$ cat src/rtl/isp_loader_pkg.sv
// Shared definitions for the ISP boot loader: FSM state encoding and stream framing constants.
// Latency: n/a (package only).
// Backpressure: n/a (package only).
package isp_loader_pkg;

   // Loader FSM states, in the order a normal load walks through them.
   typedef enum logic [2:0] {
      IDLE    = 3'd0,
      HDR     = 3'd1,
      DATA    = 3'd2,
      WRITE   = 3'd3,
      RELEASE = 3'd4,
      ERROR   = 3'd5
   } state_e;

   // The header is a 32-bit little-endian word count.
   localparam int HDR_BYTES         = 4;
   // Words on the host stream are 32 bits wide, LSB first.
   localparam int STREAM_WORD_WIDTH = 32;
   localparam int BYTES_PER_WORD    = STREAM_WORD_WIDTH / 8;

   // Bytes needed to build one instruction word of the given width.
   function automatic int bytes_per_word(input int data_width);
      return data_width / 8;
   endfunction

endpackage

$ cat src/rtl/byte_assembler.sv
// Shifts host bytes into a word, least significant byte first, and flags the byte that completes it.
// Latency: done_o/word_nxt_o are combinational with the completing byte; word_o holds the word from the next cycle.
// Backpressure: none; the parent only asserts take_i for bytes it has actually accepted.
//
// Ports:
//   clock_i, reset_ni   single clock, synchronous active-low reset
//   clear_i             drop any partial word and restart the byte count
//   take_i, byte_i      one accepted byte
//   word_o              registered assembled word
//   word_nxt_o          word including the byte being taken this cycle
//   done_o              this take_i completes a word
module byte_assembler
   import isp_loader_pkg::*;
#(
   parameter int NBYTES = BYTES_PER_WORD
) (
   input  logic                  clock_i,
   input  logic                  reset_ni,
   input  logic                  clear_i,
   input  logic                  take_i,
   input  logic [7:0]            byte_i,
   output logic [NBYTES*8-1:0]   word_o,
   output logic [NBYTES*8-1:0]   word_nxt_o,
   output logic                  done_o
);

   localparam int W     = NBYTES * 8;
   localparam int CNT_W = (NBYTES > 1) ? $clog2(NBYTES) : 1;
   localparam logic [CNT_W-1:0] LAST = CNT_W'(NBYTES - 1);

   logic [W-1:0]     shift_q, shift_d;
   logic [CNT_W-1:0] cnt_q, cnt_d;
   logic [W+7:0]     cat;

   // New byte enters at the top; after NBYTES takes the first byte sits in bits [7:0].
   assign cat        = {byte_i, shift_q};
   assign word_nxt_o = cat[W+7:8];
   assign done_o     = take_i && (cnt_q == LAST);
   assign word_o     = shift_q;

   always_comb begin
      shift_d = shift_q;
      cnt_d   = cnt_q;
      if (clear_i) begin
         shift_d = '0;
         cnt_d   = '0;
      end else if (take_i) begin
         shift_d = cat[W+7:8];
         cnt_d   = (cnt_q == LAST) ? '0 : cnt_q + CNT_W'(1);
      end
   end

   always_ff @(posedge clock_i) begin
      if (!reset_ni) begin
         shift_q <= '0;
         cnt_q   <= '0;
      end else begin
         shift_q <= shift_d;
         cnt_q   <= cnt_d;
      end
   end

endmodule

$ cat src/rtl/isp_boot_loader.sv
// Loads a length-prefixed image from a byte stream into instruction memory, holding the core in reset until done.
// Latency: one WRITE cycle after each completed word; RELEASE one cycle after the last write (or after a zero count).
// Backpressure: byte_ready_o is high only while collecting header/data bytes; stalls during WRITE, RELEASE, IDLE, ERROR.
//
// Ports:
//   clock_i, reset_ni          single clock, synchronous active-low reset (restarts in HDR)
//   load_req_i                 start a new load from IDLE or ERROR
//   byte_data_i/_valid_i/_ready_o  host byte stream, transfer when valid and ready
//   isp_address_o/_data_o/_write_o  one-cycle instruction-memory word write
//   core_reset_o, start_o      core hold and one-cycle PC-load pulse
//   program_address_o          byte address of the image (PROG_BASE<<2)
//   busy_o, error_o            load in progress / load failed
//   words_loaded_o             words written during this load
//   report_i                   print a status line on this clock edge
module isp_boot_loader
   import isp_loader_pkg::*;
#(
   parameter int CORE           = 0,
   parameter int DATA_WIDTH     = 32,
   parameter int ADDRESS_BITS   = 20,
   parameter int PROG_BASE      = 0,
   parameter int MAX_WORDS      = 4096,
   parameter int TIMEOUT_CYCLES = 1000000
) (
   input  logic                    clock_i,
   input  logic                    reset_ni,
   input  logic                    load_req_i,
   input  logic [7:0]              byte_data_i,
   input  logic                    byte_valid_i,
   output logic                    byte_ready_o,
   output logic [ADDRESS_BITS-1:0] isp_address_o,
   output logic [DATA_WIDTH-1:0]   isp_data_o,
   output logic                    isp_write_o,
   output logic                    core_reset_o,
   output logic                    start_o,
   output logic [ADDRESS_BITS-1:0] program_address_o,
   output logic                    busy_o,
   output logic                    error_o,
   output logic [ADDRESS_BITS-1:0] words_loaded_o,
   input  logic                    report_i
);

   localparam int GAP_W      = $clog2(TIMEOUT_CYCLES + 1);
   localparam int WORD_BYTES = bytes_per_word(DATA_WIDTH);
   localparam logic [GAP_W-1:0]        GAP_LIMIT = GAP_W'(TIMEOUT_CYCLES);
   localparam logic [31:0]             MAX_N     = 32'(MAX_WORDS);
   localparam logic [ADDRESS_BITS-1:0] BASE_ADDR = ADDRESS_BITS'(PROG_BASE);

   state_e                  state_q, state_d;
   logic [31:0]             index_q, index_d;
   logic [31:0]             n_q, n_d;
   logic [ADDRESS_BITS-1:0] words_q, words_d;
   logic [GAP_W-1:0]        gap_q, gap_d;
   logic                    started_q, started_d;

   logic                    accept;
   logic                    timeout;
   logic                    asm_clear;
   logic                    asm_done;
   logic [DATA_WIDTH-1:0]   asm_word;
   logic [DATA_WIDTH-1:0]   asm_word_nxt;
   logic [31:0]             hdr_count;

   // Header and data words share one assembler: both are 4 bytes, LSB first.
   byte_assembler #(
      .NBYTES (WORD_BYTES)
   ) u_asm (
      .clock_i    (clock_i),
      .reset_ni   (reset_ni),
      .clear_i    (asm_clear),
      .take_i     (accept),
      .byte_i     (byte_data_i),
      .word_o     (asm_word),
      .word_nxt_o (asm_word_nxt),
      .done_o     (asm_done)
   );

   assign byte_ready_o      = (state_q == HDR) || (state_q == DATA);
   assign accept            = byte_valid_i && byte_ready_o;
   assign hdr_count         = asm_word_nxt[HDR_BYTES*8-1:0];
   assign isp_address_o     = BASE_ADDR + index_q[ADDRESS_BITS-1:0];
   assign isp_data_o        = asm_word;
   assign program_address_o = ADDRESS_BITS'(PROG_BASE << 2);
   assign words_loaded_o    = words_q;

   always_comb begin
      state_d      = state_q;
      index_d      = index_q;
      n_d          = n_q;
      words_d      = words_q;
      gap_d        = gap_q;
      started_d    = started_q;
      asm_clear    = 1'b0;
      timeout      = 1'b0;
      isp_write_o  = 1'b0;
      core_reset_o = 1'b0;
      start_o      = 1'b0;
      busy_o       = 1'b0;
      error_o      = 1'b0;

      // Idle-gap watchdog: armed by the first byte of a load, cleared by every byte.
      if (accept) begin
         gap_d     = '0;
         started_d = 1'b1;
      end else if (byte_ready_o && started_q) begin
         gap_d   = gap_q + GAP_W'(1);
         timeout = (gap_d == GAP_LIMIT);
      end

      case (state_q)
         IDLE: begin
            if (load_req_i) begin
               state_d   = HDR;
               index_d   = '0;
               words_d   = '0;
               gap_d     = '0;
               started_d = 1'b0;
               asm_clear = 1'b1;
            end
         end
         HDR: begin
            core_reset_o = 1'b1;
            busy_o       = 1'b1;
            if (timeout) begin
               state_d   = ERROR;
               asm_clear = 1'b1;
            end else if (asm_done) begin
               n_d = hdr_count;
               if (hdr_count == 32'd0) begin
                  state_d = RELEASE;
               end else if (hdr_count > MAX_N) begin
                  state_d = ERROR;
               end else begin
                  state_d = DATA;
                  index_d = '0;
               end
            end
         end
         DATA: begin
            core_reset_o = 1'b1;
            busy_o       = 1'b1;
            if (timeout) begin
               state_d   = ERROR;
               asm_clear = 1'b1;
            end else if (asm_done) begin
               state_d = WRITE;
            end
         end
         WRITE: begin
            core_reset_o = 1'b1;
            busy_o       = 1'b1;
            // Suppress the strobe in a cycle where reset is being applied.
            isp_write_o  = reset_ni;
            index_d      = index_q + 32'd1;
            words_d      = words_q + ADDRESS_BITS'(1);
            state_d      = (index_q + 32'd1 < n_q) ? DATA : RELEASE;
         end
         RELEASE: begin
            start_o = 1'b1;
            state_d = IDLE;
         end
         ERROR: begin
            core_reset_o = 1'b1;
            error_o      = 1'b1;
            if (load_req_i) begin
               state_d   = HDR;
               index_d   = '0;
               words_d   = '0;
               gap_d     = '0;
               started_d = 1'b0;
               asm_clear = 1'b1;
            end
         end
         default: state_d = HDR;
      endcase
   end

   always_ff @(posedge clock_i) begin
      if (!reset_ni) begin
         state_q   <= HDR;
         index_q   <= '0;
         n_q       <= '0;
         words_q   <= '0;
         gap_q     <= '0;
         started_q <= 1'b0;
      end else begin
         state_q   <= state_d;
         index_q   <= index_d;
         n_q       <= n_d;
         words_q   <= words_d;
         gap_q     <= gap_d;
         started_q <= started_d;
      end
   end

`ifndef SYNTHESIS
   always @(posedge clock_i) begin
      if (report_i) begin
         $display("isp_boot_loader core %0d: state=%s index=%0d n=%0d words_loaded=%0d error=%0b",
                  CORE, state_q.name(), index_q, n_q, words_q, error_o);
      end
   end
`endif

endmodule

$ cat config.mk
export PLATFORM = sky130hd
export DESIGN_NAME = isp_boot_loader
export DESIGN_NICKNAME = d
export VERILOG_FILES = /design/src/rtl/isp_loader_pkg.sv /design/src/rtl/byte_assembler.sv /design/src/rtl/isp_boot_loader.sv
export SDC_FILE = /design/constraint.sdc
export NUM_CORES = 1
export LEC_CHECK = 0
export ABC_AREA = 1
export CORE_MARGIN = 3
export CORE_UTILIZATION = 50
export CTS_BUF_LIST = sky130_fd_sc_hd__clkbuf_4 sky130_fd_sc_hd__clkbuf_8
export CTS_CLUSTER_DIAMETER = 60
export DETAILED_ROUTE_END_ITERATION = 12
export PLACE_DENSITY = 0.72
export SYNTH_ARGS = -nofsm -noshare
export SYNTH_HDL_FRONTEND = slang
export SYNTH_SLANG_ARGS = --single-unit
$ cat constraint.sdc
create_clock -name clock_i -period 4 [get_ports clock_i]
set_input_delay 1.2 -clock clock_i [delete_from_list [all_inputs] [get_ports clock_i]]
set_output_delay 1.2 -clock clock_i [all_outputs]
set_load 0.01 [all_outputs]
==> summary.md, run 1 <==
| Metric | Value |
|---|---|
| Run status | `finished clean` |
| Residual DRC | `0` |
| CTS tree | `built` |
| Core box area | `0.0155 sq mm` |
| CP startpoint kind | `primary input` |
| Register area | `0.00284 sq mm` |
| Vias per Instance | `5.26` |
| Worst endpoint required time | `2.80 ns` |
| Synth cell count leaders | `186 x nand2_1, 163 x inv_1, 142 x dfxtp_1` |
| Layout cells sized above 1 | `0.0694` |
| Diode count | `0` |
| Post-Route Skew | `0.00880 ns` |
| Routability Congestion | `0.926` |
| RSZ-0062 raised after global routing | `false` |
| Tot Pwr | `0.00307 W` |
| #FFs+latches synth | `142` |
| Final Cycle Share | `0.972` |
| Synth Area in Compound Gates | `0.169` |
| Pin count of the biggest net entering global routing | `54` |
| Pins Over Slew Limit | `0` |
| Overflow after GRT | `0` |
| Critical path endpoint category | `primary output` |
| Internal power | `0.00217 W` |
| Crit path time final | `3.89 ns` |
| Final ANT Viol Nets | `0` |
| Drt first pass iters | `5` |
| Count leader, synth | `nand2_1` |
| Synth cell types | `46` |
| Post-synthesis cell count | `1146` |
| Max FO, Critical Path | `2` |
| Clock Pin Slew Worst Setup and Hold Paths | `0.09 ns` |
| First-pass GRT wire length | `34700 um` |
| Nets | `1261` |
| Clock Latency Late Sink | `0.46 ns` |
| Hold Crit Class | `flop to flop` |
| Net Sw Power | `0.000894 W` |
| Gr usage total | `0.239` |
| Worst Path Arrival | `2.69 ns` |
| Largest family of logic cells by synthesized area | `simple AND/OR/NAND/NOR gates` |
| Fin area | `0.00937 sq mm` |
| Number of flops mapped to enable cells by yosys | `0` |
| Fill count | `1505` |
| Initial antenna violation count | `1` |
| Postcts setup bufs | `0` |
| Std-Cell Rows | `45` |
| Max Root-Sink Buffers | `2` |
| Area occupied by multi-input gates | `0.00424 sq mm` |
| Setup TNS | `0 ns` |
| Top Ports | `111` |
| Slew HR | `0.569` |
| Syn-to-layout area delta | `15.8%` |
| Routed via count | `7559` |
| Number of global-route vias before repair | `7137` |
| Synth area leaders | `dfxtp_1 35%, nand2_1 8.6%, inv_1 7.6%` |
| Final non-filler cell total | `1436` |
| WL per Instance | `14.6 um` |
| Seq pwr share | `0.492` |
| Synth Area in Adders | `0.0557` |
| Root Driver | `clkbuf_8` |
| Asr flop ratio synth | `0` |
| Initial core utilization | `0.521` |
| Slew @ Worst Pin | `0.641 ns` |
| WL final | `20900 um` |
| Area share of the largest cell type after synthesis | `0.351` |
| Seq/Total Area, Yosys | `0.351` |
| Peak VDD IR | `0.239 mV` |
| Syn Area/Cell | `7.06 sq um` |
| Reported leakage power | `3.73 nW` |
| CTS Sinks | `142` |
| Post-synthesis xor/xnor area fraction | `0.0325` |
| Cts bufs inserted | `17` |
| Net Sw Frac | `0.291` |
| Inst Count DP | `1404` |
| Die span in y | `133 um` |
| Post-Place Cell Area | `0.00895 sq mm` |
| Fmax | `0.257 GHz` |
| Final setup fails | `0` |
| HPWL after detailed placement | `15700 um` |
| Simple-gate area share of the yosys netlist | `0.257` |
| Die width | `133 um` |
| Ys Warns | `0` |
| Post-Syn Area | `0.00809 sq mm` |
| Final Hold Viols | `0` |
| Crit Path Category | `primary input to primary output` |
| CTS H-tree depth | `4` |
| 1st-iter DRT viols | `530` |
| Power Density | `327 mW/mm^2` |
| Port Buffers | `89` |
| Die ar. | `0.0177 sq mm` |
| Multiplexer area fraction after synthesis | `0` |
| Main synth FF type | `dfxtp_1` |
| MaxCap Viol Count | `0` |
| Yosys top cell by area | `dfxtp_1` |
| Combinational share of power | `0.110` |
| Clock group share of total power | `0.398` |
==> layout by cell type, fill, tap and decap left out, drive strengths merged, types with 17 or more instances in the layout <==
cell           count
nor3              23
ha                36
a211oi            41
o21ai             74
nor4              20
a21oi            111
nand2            197
dfxtp            142
conb              20
xor2              24
nand4             33
clkbuf            17
nor2             130
clkdlybuf4s50     89
nand3             43
inv              178
==> worst paths after layout <==
path | to | start | cells after the start | slack [ns]
max | isp_write_o | reset_ni | 4 | 0.11
min | n_q[13]$_SDFFE_PN0P_ | n_q[13]$_SDFFE_PN0P_ | 2 | 0.46
max reg2reg | state_q[2]$_SDFFE_PN0P_ | index_q[0]$_SDFFE_PN0P_ | 25 | 0.45
min reg2reg | n_q[13]$_SDFFE_PN0P_ | n_q[13]$_SDFFE_PN0P_ | 2 | 0.46
==> timing repair <==
action | in CTS | in global routing
hold buffers | 0 | 0
setup endpoints to repair | 0 | 1
resized for setup | 0 | 1
==> critical path: stages <==
cell,delay (ns)
clkdlybuf4s50_1,0.50
clkinv_1,0.16
nor2_1,0.24
clkdlybuf4s50_1,0.58
==> metal layers <==
metal,global-route usage,vias up,share of wire
li1,-,3876,-
met4,0.0737,2,0.018
met2,0.391,198,0.46
met1,0.315,3454,0.46
met3,0.0525,29,0.053
met5,0,-,0.00062
==> registers in the layout, indices dropped and copies added (netlist names) <==
| register | count |
|---|---|
| state_q | 3 |
| u_asm.cnt_q | 2 |
| index_q | 32 |
| words_loaded_o | 20 |
| started_q | 1 |
| n_q | 32 |
| u_asm.word_o | 32 |
| gap_q | 20 |
==> power groups by stage <==
stage                     clock network, W  registers, W  logic [W]
after floorplan                          0       0.00154   0.000212
after global placement                   0       0.00154   0.000331
after detailed placement                 0       0.00154   0.000334
after CTS                          0.00124       0.00151   0.000336
after global routing               0.00130       0.00152   0.000375
final                              0.00122       0.00151   0.000337
==> stage by stage <==
stage / setup WS [ns] / hold WS [ns] / utilization
detailed placement: 0.120 / 0.453 / 0.576
global placement: 0.110 / 0.453 / 0.576
floorplan: 0.558 / 0.435 / -
global route: 0.0268 / 0.489 / 0.603
finish: 0.110 / 0.462 / 0.603
CTS: 0.118 / 0.466 / 0.602
==> final cells by class <==
cell class	instances	area share
sequential	142	0.304
tap	211	0.0282
clock buffer	17	0.0250
clock inverter	15	0.0188
inverter	172	0.0689
multi-input combinational	780	0.452
timing repair buffer	99	0.103
==> cells by family after synthesis <==
kind of cell	after synthesis
simple gates	453
buf+inv	243
compound gates	241
flops	142
fa+ha+maj	36
xor+xnor	30
other cells	1
(Power assumes the default switching activity.)
==> run 2, diff against run 1 <==
--- a/config.mk
+++ b/config.mk
@@ -12,6 +12,7 @@
 export CTS_CLUSTER_DIAMETER = 60
 export DETAILED_ROUTE_END_ITERATION = 12
 export PLACE_DENSITY = 0.72
+export SLEW_MARGIN = 25
 export SYNTH_ARGS = -nofsm -noshare
 export SYNTH_HDL_FRONTEND = slang
 export SYNTH_SLANG_ARGS = --single-unit
==> results of run 2 <==
The final DEF is identical to that of run 1; final timing and power are the same.
==> run 3, diff against run 2 <==
--- a/config.mk
+++ b/config.mk
@@ -12,6 +12,7 @@
 export CTS_CLUSTER_DIAMETER = 60
 export DETAILED_ROUTE_END_ITERATION = 12
 export PLACE_DENSITY = 0.72
+export REMOVE_ABC_BUFFERS = 1
 export SLEW_MARGIN = 25
 export SYNTH_ARGS = -nofsm -noshare
 export SYNTH_HDL_FRONTEND = slang
==> run 3 against run 2 <==
Compared with the run above: sequential share of layout area down 0.12 points; largest cell class unchanged; critical endpoint unchanged; non-clock buffer count grew 2; core utilization increased by 0.24 points; sequential power barely moved; critical path depth did not move.
==> summary.md, run 3 (synthesized netlist as in run 1, its figures left out) <==
| Metric | Value |
|---|---|
| Run status | `finished clean` |
| Hold Crit Class | `flop to flop` |
| Std-Cell Rows | `45 (unchanged)` |
| Syn-to-layout area delta | `16.2%` |
| Slew HR | `0.595 (+0.0263)` |
| CP startpoint kind | `primary input` |
| Area occupied by multi-input gates | `0.00425 sq mm (+0.32%)` |
| HPWL after detailed placement | `15700 um (-0.33%)` |
| Fmax | `0.270 GHz (+5.1%)` |
| Nets | `1263 (+0.16%)` |
| Register area | `0.00284 sq mm (unchanged)` |
| Critical path endpoint category | `primary output` |
| Slowest CP cell | `clkdlybuf4s50_1` |
| Final setup fails | `0 (unchanged)` |
| Inst Count DP | `1406 (+0.14%)` |
| R2R setup slack | `0.44 ns (about the same)` |
| Crit Path Category | `primary input to primary output` |
| Die ar. | `0.0177 sq mm (unchanged)` |
| CTS H-tree depth | `4 (unchanged)` |
| Routed via count | `7471 (-1.2%)` |
| WHS Endpoint | `n_q[27]$_SDFFE_PN0P_` |
| CTS tree | `built` |
| Most frequent cells in the layout | `186 x nand2_1, 163 x inv_1, 142 x dfxtp_1` |
| Core box area | `0.0155 sq mm (unchanged)` |
| Pins Over Slew Limit | `0 (unchanged)` |
| Overflow after GRT | `0 (unchanged)` |
| Die span in y | `133 um (unchanged)` |
| Diode count | `0 (unchanged)` |
| Layout cells sized above 1 | `0.0710 (+0.00163)` |
| First-pass GRT wire length | `34200 um (-1.7%)` |
| Gr usage total | `0.234 (-0.00464)` |
| Final ANT Viol Nets | `0 (unchanged)` |
| Final Hold Viols | `0 (unchanged)` |
| Peak VDD IR | `0.241 mV (+0.98%)` |
| Worst Path Arrival | `2.50 ns (-0.19 ns)` |
| Clock Pin Slew Worst Setup and Hold Paths | `0.08 ns (about the same)` |
| CTS Sinks | `142 (unchanged)` |
| MaxCap Viol Count | `0 (unchanged)` |
| Cts hold-fix bufs | `0 (unchanged)` |
| Clock Latency Late Sink | `0.45 ns (about the same)` |
| Most used cell, CP | `clkdlybuf4s50_1` |
| Leading cell type in the layout, fill and taps excluded | `nand2_1` |
| Initial antenna violation count | `1 (unchanged)` |
| WL final | `20600 um (-1.6%)` |
| Worst r2r src | `index_q[0]$_SDFFE_PN0P_` |
| Drt first pass iters | `5 (unchanged)` |
| RSZ-0062 raised after global routing | `false` |
| Crit path time final | `3.70 ns (-0.188 ns)` |
| Port Buffers | `89 (unchanged)` |
| Number of global-route vias before repair | `7044 (-1.3%)` |
| Worst endpoint required time | `2.80 ns (about the same)` |
| Fill count | `1459 (-3.1%)` |
| Crit-path cells | `clkdlybuf4s50_1 -> clkinv_1 -> nor2_1 -> clkdlybuf4s50_1` |
| Tot Pwr | `0.00308 W (+0.38%)` |
| Critical Path Max Stage Delay | `0.56 ns (-0.02 ns)` |
| Power Density | `327 mW/mm^2 (about the same)` |
| Vias per Instance | `5.20 (-1.2%)` |
| Hold path start | `n_q[27]$_SDFFE_PN0P_` |
| Final Cycle Share | `0.925 (-0.0471)` |
| Slew @ Worst Pin | `0.607 ns (-0.0342 ns)` |
| Residual DRC | `0 (unchanged)` |
| Reported leakage power | `3.75 nW (+0.49%)` |
| Worst r2r dst | `state_q[2]$_SDFFE_PN0P_` |
| Initial core utilization | `0.521 (unchanged)` |
| Post-Route Skew | `0.0106 ns (+0.00179 ns)` |
| Pin count of the biggest net entering global routing | `40 (-26%)` |
| Root Driver | `clkbuf_8` |
| Final non-filler cell total | `1436 (unchanged)` |
| Register-to-Register Path Depth | `23 (-8.0%)` |
| Cts bufs inserted | `17 (unchanged)` |
| Top Ports | `111 (unchanged)` |
| Max FO, Critical Path | `2 (unchanged)` |
| Max Root-Sink Buffers | `2 (unchanged)` |
| 1st-iter DRT viols | `496 (-6.4%)` |
| Die width | `133 um (unchanged)` |
| Hold Path Stages | `2 (unchanged)` |
| Routability Congestion | `0.882 (-4.8%)` |
| WL per Instance | `14.3 um (-1.6%)` |
| Setup TNS | `0 ns (unchanged)` |
## run 3: changes by cell type in the layout (fill, tap and decap cells not counted), sizes merged
cell	before	now
clkinv	6	5
bufinv	2	3
buf	10	12
inv	178	169
clkbuf	17	24
## run 3: final cells by class
cell class / count / share of cell area
Multi-Input combinational cell: 780 / 0.452
Tap cell: 211 / 0.0281
Sequential cell: 142 / 0.302
Inverter: 172 / 0.0687
Timing Repair Buffer: 101 / 0.104
Clock inverter: 6 / 0.0114
Clock buffer: 24 / 0.0331
## run 3: how the worst max path moves through the flow
stage,depth (start not counted),startpoint,slack [ns],end
floorplan,2,reset_ni,0.64,isp_write_o
global placement,4,reset_ni,0.32,isp_write_o
detailed placement,4,reset_ni,0.31,isp_write_o
CTS,4,reset_ni,0.29,isp_write_o
global route,25,index_q[0]$_SDFFE_PN0P_,0.006,state_q[2]$_SDFFE_PN0P_
finish,4,reset_ni,0.30,isp_write_o
## run 3: worst max-delay path, delay by kind of cell
family,cells,cell delay (ns)
AND/OR/NAND/NOR,1,0.16
buffers and inverters,3,1.14
## run 3: metrics by stage
stage,util,setup WS [ns],cell area (sq um),hold WS (ns)
after global routing,0.605,0.00553,9400,0.485
after CTS,0.604,0.294,9380,0.466
after floorplan,-,0.641,7720,0.435
final,0.605,0.298,9400,0.462
after global placement,0.577,0.323,8960,0.450
after detailed placement,0.577,0.306,8960,0.454
## run 3: routing by layer
metal  part of all wire  track usage  vias up
li1                   -            -     3871
met1               0.46        0.305     3328
met2               0.45        0.380      236
met3              0.071       0.0593       34
met4              0.020       0.0771        2
met5            0.00063            0        -
## run 3: what timing repair did
item                                    in CTS  in global routing
resized for setup                            0                  3
buffers inserted                             0                  0
endpoints found under the setup margin       0                  2
## run 3: where the power goes
| part | switching (W) | total [W] | internal [W] | leakage, nW |
|---|---|---|---|---|
| registers | 0.0000485 | 0.00151 | 0.00146 | 1.15 |
| clock network | 0.000536 | 0.00123 | 0.000696 | 0.215 |
| logic | 0.000202 | 0.000336 | 0.000134 | 2.38 |
| total | 0.000787 | 0.00308 | 0.00229 | 3.75 |
